$ cat src/rtl/hs32_mem_sched_if.sv
// Requester and external memory bus bundle for the hs32 memory scheduler.
interface hs32_mem_sched_if #(
  parameter int unsigned NCH = 3
);
  // requester side
  logic [NCH-1:0]    req;
  logic [NCH-1:0]    rwi;
  logic [NCH*32-1:0] addri;
  logic [NCH*32-1:0] dtw;
  logic [31:0]       dtr;
  logic [NCH-1:0]    ack;
  logic [NCH-1:0]    err;
  logic [1:0]        gnt;
  // external memory side
  logic [31:0]       addr;
  logic              rw;
  logic [31:0]       dout;
  logic [31:0]       din;
  logic              valid;
  logic              done;

  // scheduler view
  modport master (
    input  req, rwi, addri, dtw, din, done,
    output dtr, ack, err, gnt, addr, rw, dout, valid
  );

  // requester / memory model view
  modport slave (
    output req, rwi, addri, dtw, din, done,
    input  dtr, ack, err, gnt, addr, rw, dout, valid
  );
endinterface

$ cat src/rtl/hs32_mem_sched.sv
// Shares one external memory bus between NCH requesters: fixed priority,
// starvation aging and a bus watchdog that aborts with an error flag.
module hs32_mem_sched #(
  parameter int unsigned NCH     = 3,
  parameter int unsigned AGE_MAX = 8,
  parameter int unsigned TIMEOUT = 255
) (
  input logic              clk,
  input logic              reset,
  hs32_mem_sched_if.master bus
);

  localparam int unsigned AW = 8;
  localparam int unsigned WW = 8;
  localparam int unsigned GW = 2;
  localparam int unsigned DW = 32;

  typedef enum logic [1:0] {
    IDLE = 2'd0,
    BUS  = 2'd1,
    RESP = 2'd2
  } state_t;

  state_t                 state, state_d;
  logic [NCH-1:0][AW-1:0] age, age_d;
  logic [WW-1:0]          wd, wd_d;
  logic                   valid_q, valid_d;
  logic                   rw_q, rw_d;
  logic [DW-1:0]          addr_q, addr_d;
  logic [DW-1:0]          dout_q, dout_d;
  logic [DW-1:0]          dtr_q, dtr_d;
  logic [NCH-1:0]         ack_q, ack_d;
  logic [NCH-1:0]         err_q, err_d;
  logic [GW-1:0]          gnt_q, gnt_d;

  logic [GW-1:0]          pick, pick_req, pick_aged;
  logic                   req_hit, aged_hit;
  logic                   pick_rw;
  logic [DW-1:0]          pick_addr, pick_data;
  logic [NCH-1:0]         gnt_oh;

  // Channel choice: lowest-index starved channel, else lowest-index requester
  always_comb begin
    pick_req  = '0;
    pick_aged = '0;
    req_hit   = 1'b0;
    aged_hit  = 1'b0;
    for (int k = 0; k < NCH; k++) begin
      if (!req_hit && bus.req[k]) begin
        req_hit  = 1'b1;
        pick_req = GW'(k);
      end
      if (!aged_hit && bus.req[k] && age[k] == AW'(AGE_MAX)) begin
        aged_hit  = 1'b1;
        pick_aged = GW'(k);
      end
    end
    pick = aged_hit ? pick_aged : pick_req;
  end

  // Fetch the chosen channel's direction, address and write data
  always_comb begin
    pick_rw   = 1'b0;
    pick_addr = '0;
    pick_data = '0;
    for (int k = 0; k < NCH; k++) begin
      if (pick == GW'(k)) begin
        pick_rw   = bus.rwi[k];
        pick_addr = bus.addri[DW*k +: DW];
        pick_data = bus.dtw[DW*k +: DW];
      end
    end
  end

  assign gnt_oh = NCH'(1) << gnt_q;

  // Next-state, next-output and aging logic
  always_comb begin
    state_d = state;
    valid_d = valid_q;
    rw_d    = rw_q;
    addr_d  = addr_q;
    dout_d  = dout_q;
    dtr_d   = dtr_q;
    gnt_d   = gnt_q;
    ack_d   = '0;
    err_d   = '0;
    wd_d    = wd;
    age_d   = age;

    unique case (state)
      IDLE: begin
        if (req_hit) begin
          gnt_d   = pick;
          rw_d    = pick_rw;
          addr_d  = pick_addr;
          dout_d  = pick_data;
          valid_d = 1'b1;
          wd_d    = '0;
          state_d = BUS;
        end
      end
      BUS: begin
        // done takes precedence over a coincident watchdog expiry
        if (bus.done) begin
          valid_d = 1'b0;
          dtr_d   = rw_q ? '0 : bus.din;
          ack_d   = gnt_oh;
          state_d = RESP;
        end else if (wd == WW'(TIMEOUT - 1)) begin
          valid_d = 1'b0;
          dtr_d   = '0;
          ack_d   = gnt_oh;
          err_d   = gnt_oh;
          state_d = RESP;
        end else begin
          wd_d = wd + WW'(1);
        end
      end
      RESP: begin
        state_d = IDLE;
      end
      default: begin
        state_d = IDLE;
      end
    endcase

    // waiting channels age; the active grant and idle channels do not
    for (int k = 0; k < NCH; k++) begin
      if (!bus.req[k]) begin
        age_d[k] = '0;
      end else if (state == IDLE && pick == GW'(k)) begin
        age_d[k] = '0;
      end else if (!(state != IDLE && gnt_q == GW'(k)) &&
                   age[k] != AW'(AGE_MAX)) begin
        age_d[k] = age[k] + AW'(1);
      end
    end
  end

  // State and output registers with synchronous active-low reset
  always_ff @(posedge clk) begin
    if (!reset) begin
      state   <= IDLE;
      valid_q <= 1'b0;
      rw_q    <= 1'b0;
      addr_q  <= '0;
      dout_q  <= '0;
      dtr_q   <= '0;
      gnt_q   <= '0;
      ack_q   <= '0;
      err_q   <= '0;
      wd      <= '0;
      age     <= '0;
    end else begin
      state   <= state_d;
      valid_q <= valid_d;
      rw_q    <= rw_d;
      addr_q  <= addr_d;
      dout_q  <= dout_d;
      dtr_q   <= dtr_d;
      gnt_q   <= gnt_d;
      ack_q   <= ack_d;
      err_q   <= err_d;
      wd      <= wd_d;
      age     <= age_d;
    end
  end

  assign bus.valid = valid_q;
  assign bus.rw    = rw_q;
  assign bus.addr  = addr_q;
  assign bus.dout  = dout_q;
  assign bus.dtr   = dtr_q;
  assign bus.gnt   = gnt_q;
  assign bus.ack   = ack_q;
  assign bus.err   = err_q;

endmodule

$ cat src/flat_wrapper.sv
// flat-port wrapper written by rule: the top's interface ports become plain ports
module hs32_mem_sched_flat 
#(
  parameter int unsigned NCH     = 3,
  parameter int unsigned AGE_MAX = 8,
  parameter int unsigned TIMEOUT = 255
)
  (clk, reset, bus_req, bus_rwi, bus_addri, bus_dtw, bus_din, bus_done, bus_dtr, bus_ack, bus_err, bus_gnt, bus_addr, bus_rw, bus_dout, bus_valid);
  hs32_mem_sched_if #(.NCH(NCH)) bus_i ();
  input logic clk;
  input logic reset;
  input wire logic [$bits(bus_i.req)-1:0] bus_req;
  input wire logic [$bits(bus_i.rwi)-1:0] bus_rwi;
  input wire logic [$bits(bus_i.addri)-1:0] bus_addri;
  input wire logic [$bits(bus_i.dtw)-1:0] bus_dtw;
  input wire logic [$bits(bus_i.din)-1:0] bus_din;
  input wire logic [$bits(bus_i.done)-1:0] bus_done;
  output wire logic [$bits(bus_i.dtr)-1:0] bus_dtr;
  output wire logic [$bits(bus_i.ack)-1:0] bus_ack;
  output wire logic [$bits(bus_i.err)-1:0] bus_err;
  output wire logic [$bits(bus_i.gnt)-1:0] bus_gnt;
  output wire logic [$bits(bus_i.addr)-1:0] bus_addr;
  output wire logic [$bits(bus_i.rw)-1:0] bus_rw;
  output wire logic [$bits(bus_i.dout)-1:0] bus_dout;
  output wire logic [$bits(bus_i.valid)-1:0] bus_valid;
  assign bus_i.req = bus_req;
  assign bus_i.rwi = bus_rwi;
  assign bus_i.addri = bus_addri;
  assign bus_i.dtw = bus_dtw;
  assign bus_i.din = bus_din;
  assign bus_i.done = bus_done;
  assign bus_dtr = bus_i.dtr;
  assign bus_ack = bus_i.ack;
  assign bus_err = bus_i.err;
  assign bus_gnt = bus_i.gnt;
  assign bus_addr = bus_i.addr;
  assign bus_rw = bus_i.rw;
  assign bus_dout = bus_i.dout;
  assign bus_valid = bus_i.valid;
  hs32_mem_sched #(.NCH(NCH), .AGE_MAX(AGE_MAX), .TIMEOUT(TIMEOUT)) u_core (.clk(clk), .reset(reset), .bus(bus_i));
endmodule
$ cat config.mk
export PLATFORM = sky130hd
export DESIGN_NAME = hs32_mem_sched_flat
export DESIGN_NICKNAME = d
export VERILOG_FILES = /design/src/rtl/hs32_mem_sched_if.sv /design/src/rtl/hs32_mem_sched.sv /design/src/flat_wrapper.sv
export SDC_FILE = /design/constraint.sdc
export NUM_CORES = 1
export LEC_CHECK = 0
export ABC_AREA = 0
export CAP_MARGIN = 20
export CORE_UTILIZATION = 35
export CTS_CLUSTER_SIZE = 25
export DETAILED_ROUTE_END_ITERATION = 8
export PLACE_DENSITY_LB_ADDON = 0.25
export SLEW_MARGIN = 20
export SYNTH_ARGS = -nofsm -noshare
export SYNTH_HDL_FRONTEND = slang
export SYNTH_SLANG_ARGS = --single-unit
$ cat constraint.sdc
create_clock -name clk -period 2.1 [get_ports clk]
set_clock_uncertainty 0.1 [all_clocks]
set_input_delay 0.42 -clock clk [delete_from_list [all_inputs] [get_ports clk]]
set_output_delay 0.42 -clock clk [all_outputs]
set_load 0.02 [all_outputs]
# Word level (Yosys, flattened, before mapping)
# Cells that the tools add are included.
classes:
  shifts: 1
  n_reduce_logical: 39
  n_eq_ne: 16
  add_sub_neg: 4
  bitwise: 5
  muxes: 37
ops:
  columns: ["op", "count"]
  rows:
  - ["$mux 32", 9]
  - ["$add 8x1->8 const B", 4]
  - ["$eq 8x4->1 const B", 3]
  - ["$mux 8", 3]
  - ["$ne 8x4->1 const B", 3]
  - ["$logic_and 1x1->1", 16]
  - ["$pmux 8 s2", 1]
  - ["$mux 1", 14]
  - ["$mux 2", 6]
  - ["$reduce_or 3->1", 4]
  - ["$eq 8x8->1 const B", 1]
  - ["$reduce_and 2->1", 4]
  - ["$logic_not 1->1", 7]
  - ["$eq 2x1->1 const B", 3]
  - ["$logic_not 2->1", 3]
  - ["$mux 3", 2]
  - ["$reduce_bool 2->1", 3]
  - ["$not 1->1", 5]
  - ["$eq 2x2->1 const B", 2]
  - ["$ne 2x2->1 const B", 2]
  - ["$pmux 2 s2", 1]
  - ["$reduce_and 4->1", 1]
  - ["$ne 3x2->1 const B", 1]
  - ["$reduce_and 3->1", 1]
  - ["3 further kinds", 3]
totals:
  elab_cells: 115
  out_inout_bits: 106
  register_bits: 140
  input_bits: 233

# Depth between registers and ports, before layout
depth:
  ltp_word: 16
  depth_mapped: 10
  ltp_nobuf: 8

# Worst setup path after synthesis
# OpenSTA, ideal clock, no wires.
synth_timing:
  kind: "reg-to-reg"
  start: "register u_core.age[8] (netlist name)"
  end: "register u_core.dout_q[10] (netlist: u_core.bus.dout[10])"
  setup_time_ns: 0.122
  required_time_ns: 1.878
  synth_period_minus_slack_ns: 2.173
  setup_slack_ns: -0.073
  n_path_buf: 1
  path_stages_with_launch: 10
  arrival_ns: 1.951
  cell_sequence: "dfxtp_1 -> inv_1 -> ha_1 -> nor4b_2 -> and4_1 -> o31ai_4 -> buf_6 -> mux2i_1 -> nor2_1 -> a221o_1"
synth_via:
  elab_chain_cells: 12
  word_cells_on_any_way: 16
  cone_classes: "eq/ne (3); mux (8); reduce/logical (5)"
synth_rtl:
  columns: ["item", "line", "text"]
  rows:
  - ["from (decl)", "hs32_mem_sched.sv:25", "logic [NCH-1:0][AW-1:0] age, age_d;"]
  - ["from (signal assigned)", "hs32_mem_sched.sv:166", "age <= age_d;"]
  - ["$eq 8x4->1 (*)", "hs32_mem_sched.sv:53", "if (!aged_hit && bus.req[k] && age[k] == AW'(AGE_MAX)) begin"]
  - ["$logic_and 1x1->1 (*)", "hs32_mem_sched.sv:53", null]
  - ["$mux 1", "hs32_mem_sched.sv:53", null]
  - ["$logic_not 1->1", "hs32_mem_sched.sv:53", null]
  - ["$logic_and 1x1->1 (2 in a row)", "hs32_mem_sched.sv:53", null]
  - ["$mux 2 / $mux 1 (equally long branches)", "hs32_mem_sched.sv:53", null]
  - ["$mux 2 (*)", "hs32_mem_sched.sv:58", "pick = aged_hit ? pick_aged : pick_req;"]
  - ["$logic_not 2->1", "hs32_mem_sched.sv:67", "if (pick == GW'(k)) begin"]
  - ["$mux 32 (2 in a row)", "hs32_mem_sched.sv:67", null]
  - ["$mux 32 (*)", "hs32_mem_sched.sv:67", null]
  - ["to (signal assigned)", "hs32_mem_sched.sv:160", "dout_q <= dout_d;"]
  - ["to (decl)", "hs32_mem_sched.sv:30", "logic [DW-1:0] dout_q, dout_d;"]
# Mark *: on every way between the ends. The rest lies on a longest branch, timed or not.
# A chain may end at the register's enable or synchronous reset.

# Final worst setup path
layout_timing:
  start: "register u_core.age[21] (netlist name)"
  end: "register u_core.dout_q[28] (netlist: u_core.bus.dout[28])"
layout_via:
  elab_chain_cells: 8
  word_cells_on_any_way: 11
  cone_classes: "eq/ne (3); mux (6); reduce/logical (2)"
layout_rtl:
  columns: ["item", "line"]
  rows:
  - ["$eq 8x4->1 (*)", "hs32_mem_sched.sv:53"]
  - ["$logic_and 1x1->1 (*)", "hs32_mem_sched.sv:53"]
  - ["$mux 2 / $mux 1 (equally long branches)", "hs32_mem_sched.sv:53"]
  - ["$mux 2 (*)", "hs32_mem_sched.sv:58"]
  - ["$logic_not 2->1", "hs32_mem_sched.sv:67"]
  - ["$mux 32 (2 in a row)", "hs32_mem_sched.sv:67"]
  - ["$mux 32 (*)", "hs32_mem_sched.sv:67"]
# Marks and branches as above.

==> qor.yml <==
synth.most_common_cell: "dfxtp_1"
synth_cells: 631
dieArea_um2: 17900
fin_ws_ps: -165
wl_per_cell_um: 18.0
synthArstFlopShare_pct: 0
rr_startpoint: "u_core.age[21]$_SDFFE_PP0P_"
drc: 0
critPathLaunchType: "flip-flop"
grt_start_max_net_pins: 47
clock_sinks: 140
worst_skew_pair.late_latency_ps: 410
critPathKind: "flip-flop to flip-flop"
max_slew.worst_pin.slew_ps: 409
seq_area_frac_synth_pct: 46.2
fmax_mhz: 441
synth_top_area_share_pct: 46.2
synthesis.nets: 872
rows: 47
cts_tree: "done"
vias: 6407
die_w_um: 134
ant_nets: 0
rrSetupSlack_ps: -170
syn_area_um2: 6070
rr_worst_depth: 11
min_period_ps: 2270
final_cells: 1268
synth_seq_cells: 140
crit_fanout: 6
worstPathRequired_ps: 2290
setup.worst_path.end: "u_core.bus.dout[28]$_SDFFE_PN0P_"
synth_area_leader_cell: "dfxtp_1"
synth.area.top_cells: "dfxtp_1, mux2i_1, a22oi_1, nor2_1, o21ai_0"
r2r_end: "u_core.bus.dout[28]$_SDFFE_PN0P_"
track_usage_pct: 25.0
grt_pass1_wl_um: 34500
synth_edf_count: 0
synthTopCellsByCount: "dfxtp_1, nor2_1, a22oi_1, mux2i_1, o21ai_0"
yosys_warnings: 0
hold_viol: 0
clockBufferDepth: 2
p_leak_uw: 0.00428
crit_arrival_ps: 2460
drv_cap: 0
grt_overflow: 0
status: "complete, but fails checks"
end_kind: "flip-flop"
nets: 1276
start_util_pct: 36.2
die_h_um: 134
synth.distinct_cells: 50
grt_pass1_vias: 6282
wl_um: 22800
diodes: 0
dp.cells: 1214
drive_gt1_share_pct: 16.4
io_buffers: 338
hpwl_um: 16000
fin_setup_tns_ps: -7590
power_density_nw_per_um2: 701
via_per_inst: 5.05
finalSetupViolations: 73
ys.flop_type: "dfxtp_1"
numCtsBuffers: 17
cp-startpoint: "u_core.age[21]$_SDFFE_PP0P_"
initialDrtViolationCount: 281
min_path_type: "flip-flop to flip-flop"
slew_violations: 0
holdBufCountCts: 0
gp_congestion: 0.840
antenna_found_initial: 0
fillers: 1334
violations: "setup timing"
core_um2: 16800
area_growth_pct: 88.3
synth.avg_cell_area_um2: 9.61
dr.pass1.iters: 5
num_io_pins: 339
slew-limit-headroom_pct: 72.7
grt_setup_unrepaired: "yes"
period_share_pct: 108
clk_pin_slew_ps: 60
h-tree-depth: 4
max-vdd-ir-drop_mv: 0.542
clockRootBuffer: "clkbuf_16"
[how the worst min path moves through the flow]
stage / from / end / slack, ps / cells after the start
floorplan: u_core.wd[5]$_SDFFE_PN0P_ / u_core.wd[5]$_SDFFE_PN0P_ / 350 / 2
global placement: u_core.bus.valid$_SDFFE_PN0P_ / u_core.bus.valid$_SDFFE_PN0P_ / 360 / 2
detailed placement: u_core.bus.dout[12]$_SDFFE_PN0P_ / u_core.bus.dout[12]$_SDFFE_PN0P_ / 370 / 1
CTS: u_core.wd[7]$_SDFFE_PN0P_ / u_core.wd[7]$_SDFFE_PN0P_ / 390 / 2
global route: u_core.wd[7]$_SDFFE_PN0P_ / u_core.wd[7]$_SDFFE_PN0P_ / 390 / 2
finish: u_core.bus.dout[15]$_SDFFE_PN0P_ / u_core.bus.dout[15]$_SDFFE_PN0P_ / 390 / 1
[area by class of cell]
cell class | instances | area, um^2 | share of cell area (%)
flip-flops and latches | 140 | 2810 | 24.6
clock inverters | 12 | 184 | 1.61
inverters | 11 | 41.3 | 0.361
repair buffers | 421 | 4370 | 38.3
clock buffers | 20 | 447 | 3.91
multi-input cells | 444 | 3290 | 28.8
well taps | 220 | 275 | 2.41
[cell families (layout without fill, tap and decap cells)]
kind of cell               Yosys count  after routing  share of synthesized area (%)
DFF                                140            140                           46.2
and+or+nand+nor                    178            178                           14.3
muxes                               66             66                           10.9
adders and majority gates            8              8                           1.65
AOI/OAI and AO/OA                  167            167                           19.3
xor gates and xnor gates            25             25                           3.61
buffers and inverters               47            464                           4.08
[worst max-delay path, cell delays in order (launching register included)]
cell and delay (ps):
dfxtp_2 340, nor4_4 320, nand4_2 200, buf_6 170, nor2_2 120, buf_6 130, o22ai_4 60, buf_12 150
buf_12 140, buf_12 130, mux2i_2 180, o21ai_1 90
[stage by stage]
step / hold WS [ps] / worst slack [ps] / power [uW] / util (%) / area (um^2)
floorplan: 354 / 0.949 / 3650 / - / 6070
global placement: 361 / -451 / 4650 / 60.5 / 10100
detailed placement: 373 / -466 / 4660 / 60.5 / 10100
CTS: 385 / -161 / 8030 / 67.0 / 11200
global route: 391 / -248 / 8330 / 68.2 / 11400
finish: 385 / -165 / 8010 / 68.2 / 11400
[flip-flops by register name, indices dropped and copies added (netlist names), 2 cells and up]
register         cells
u_core.age          24
u_core.bus.ack       3
u_core.bus.dtr      32
u_core.bus.addr     32
u_core.wd            8
u_core.state         2
u_core.bus.gnt       2
u_core.bus.dout     32
u_core.bus.err       3
[cell usage in the layout, fill, tap and decap left out, drive strengths merged, types with 15 or more instances in the layout]
cell type,n
mux2i,66
a22oi,78
clkdlybuf4s50,336
o21ai,50
nand2,24
a221o,18
buf,83
clkbuf,20
xor2,15
nor2,97
dfxtp,140
[power breakdown]
group	internal, uW	switching, uW
Sequential	2840	101
Clock	2040	1190
Combinational	1040	793
Total	5920	2090
[layer usage]
layer  wire [um]  vias to the layer above  global-route usage, %
met5           0                        -                      0
met4         491                        0                   8.59
met3        1740                       32                   8.26
met2       11500                      245                   42.9
met1        9100                     3006                   29.2
li1            -                     3124                      -
[repair_timing]
| action | CTS | global route |
|---|---|---|
| buffers inserted | 13 | 5 |
| hold endpoints to repair | 0 | 0 |
| gates resized for setup | 67 | 42 |
| setup endpoints to repair | 73 | 95 |
| gates cloned | 6 | 0 |
| pin swaps | 9 | 24 |
(Power assumes the default switching activity.)
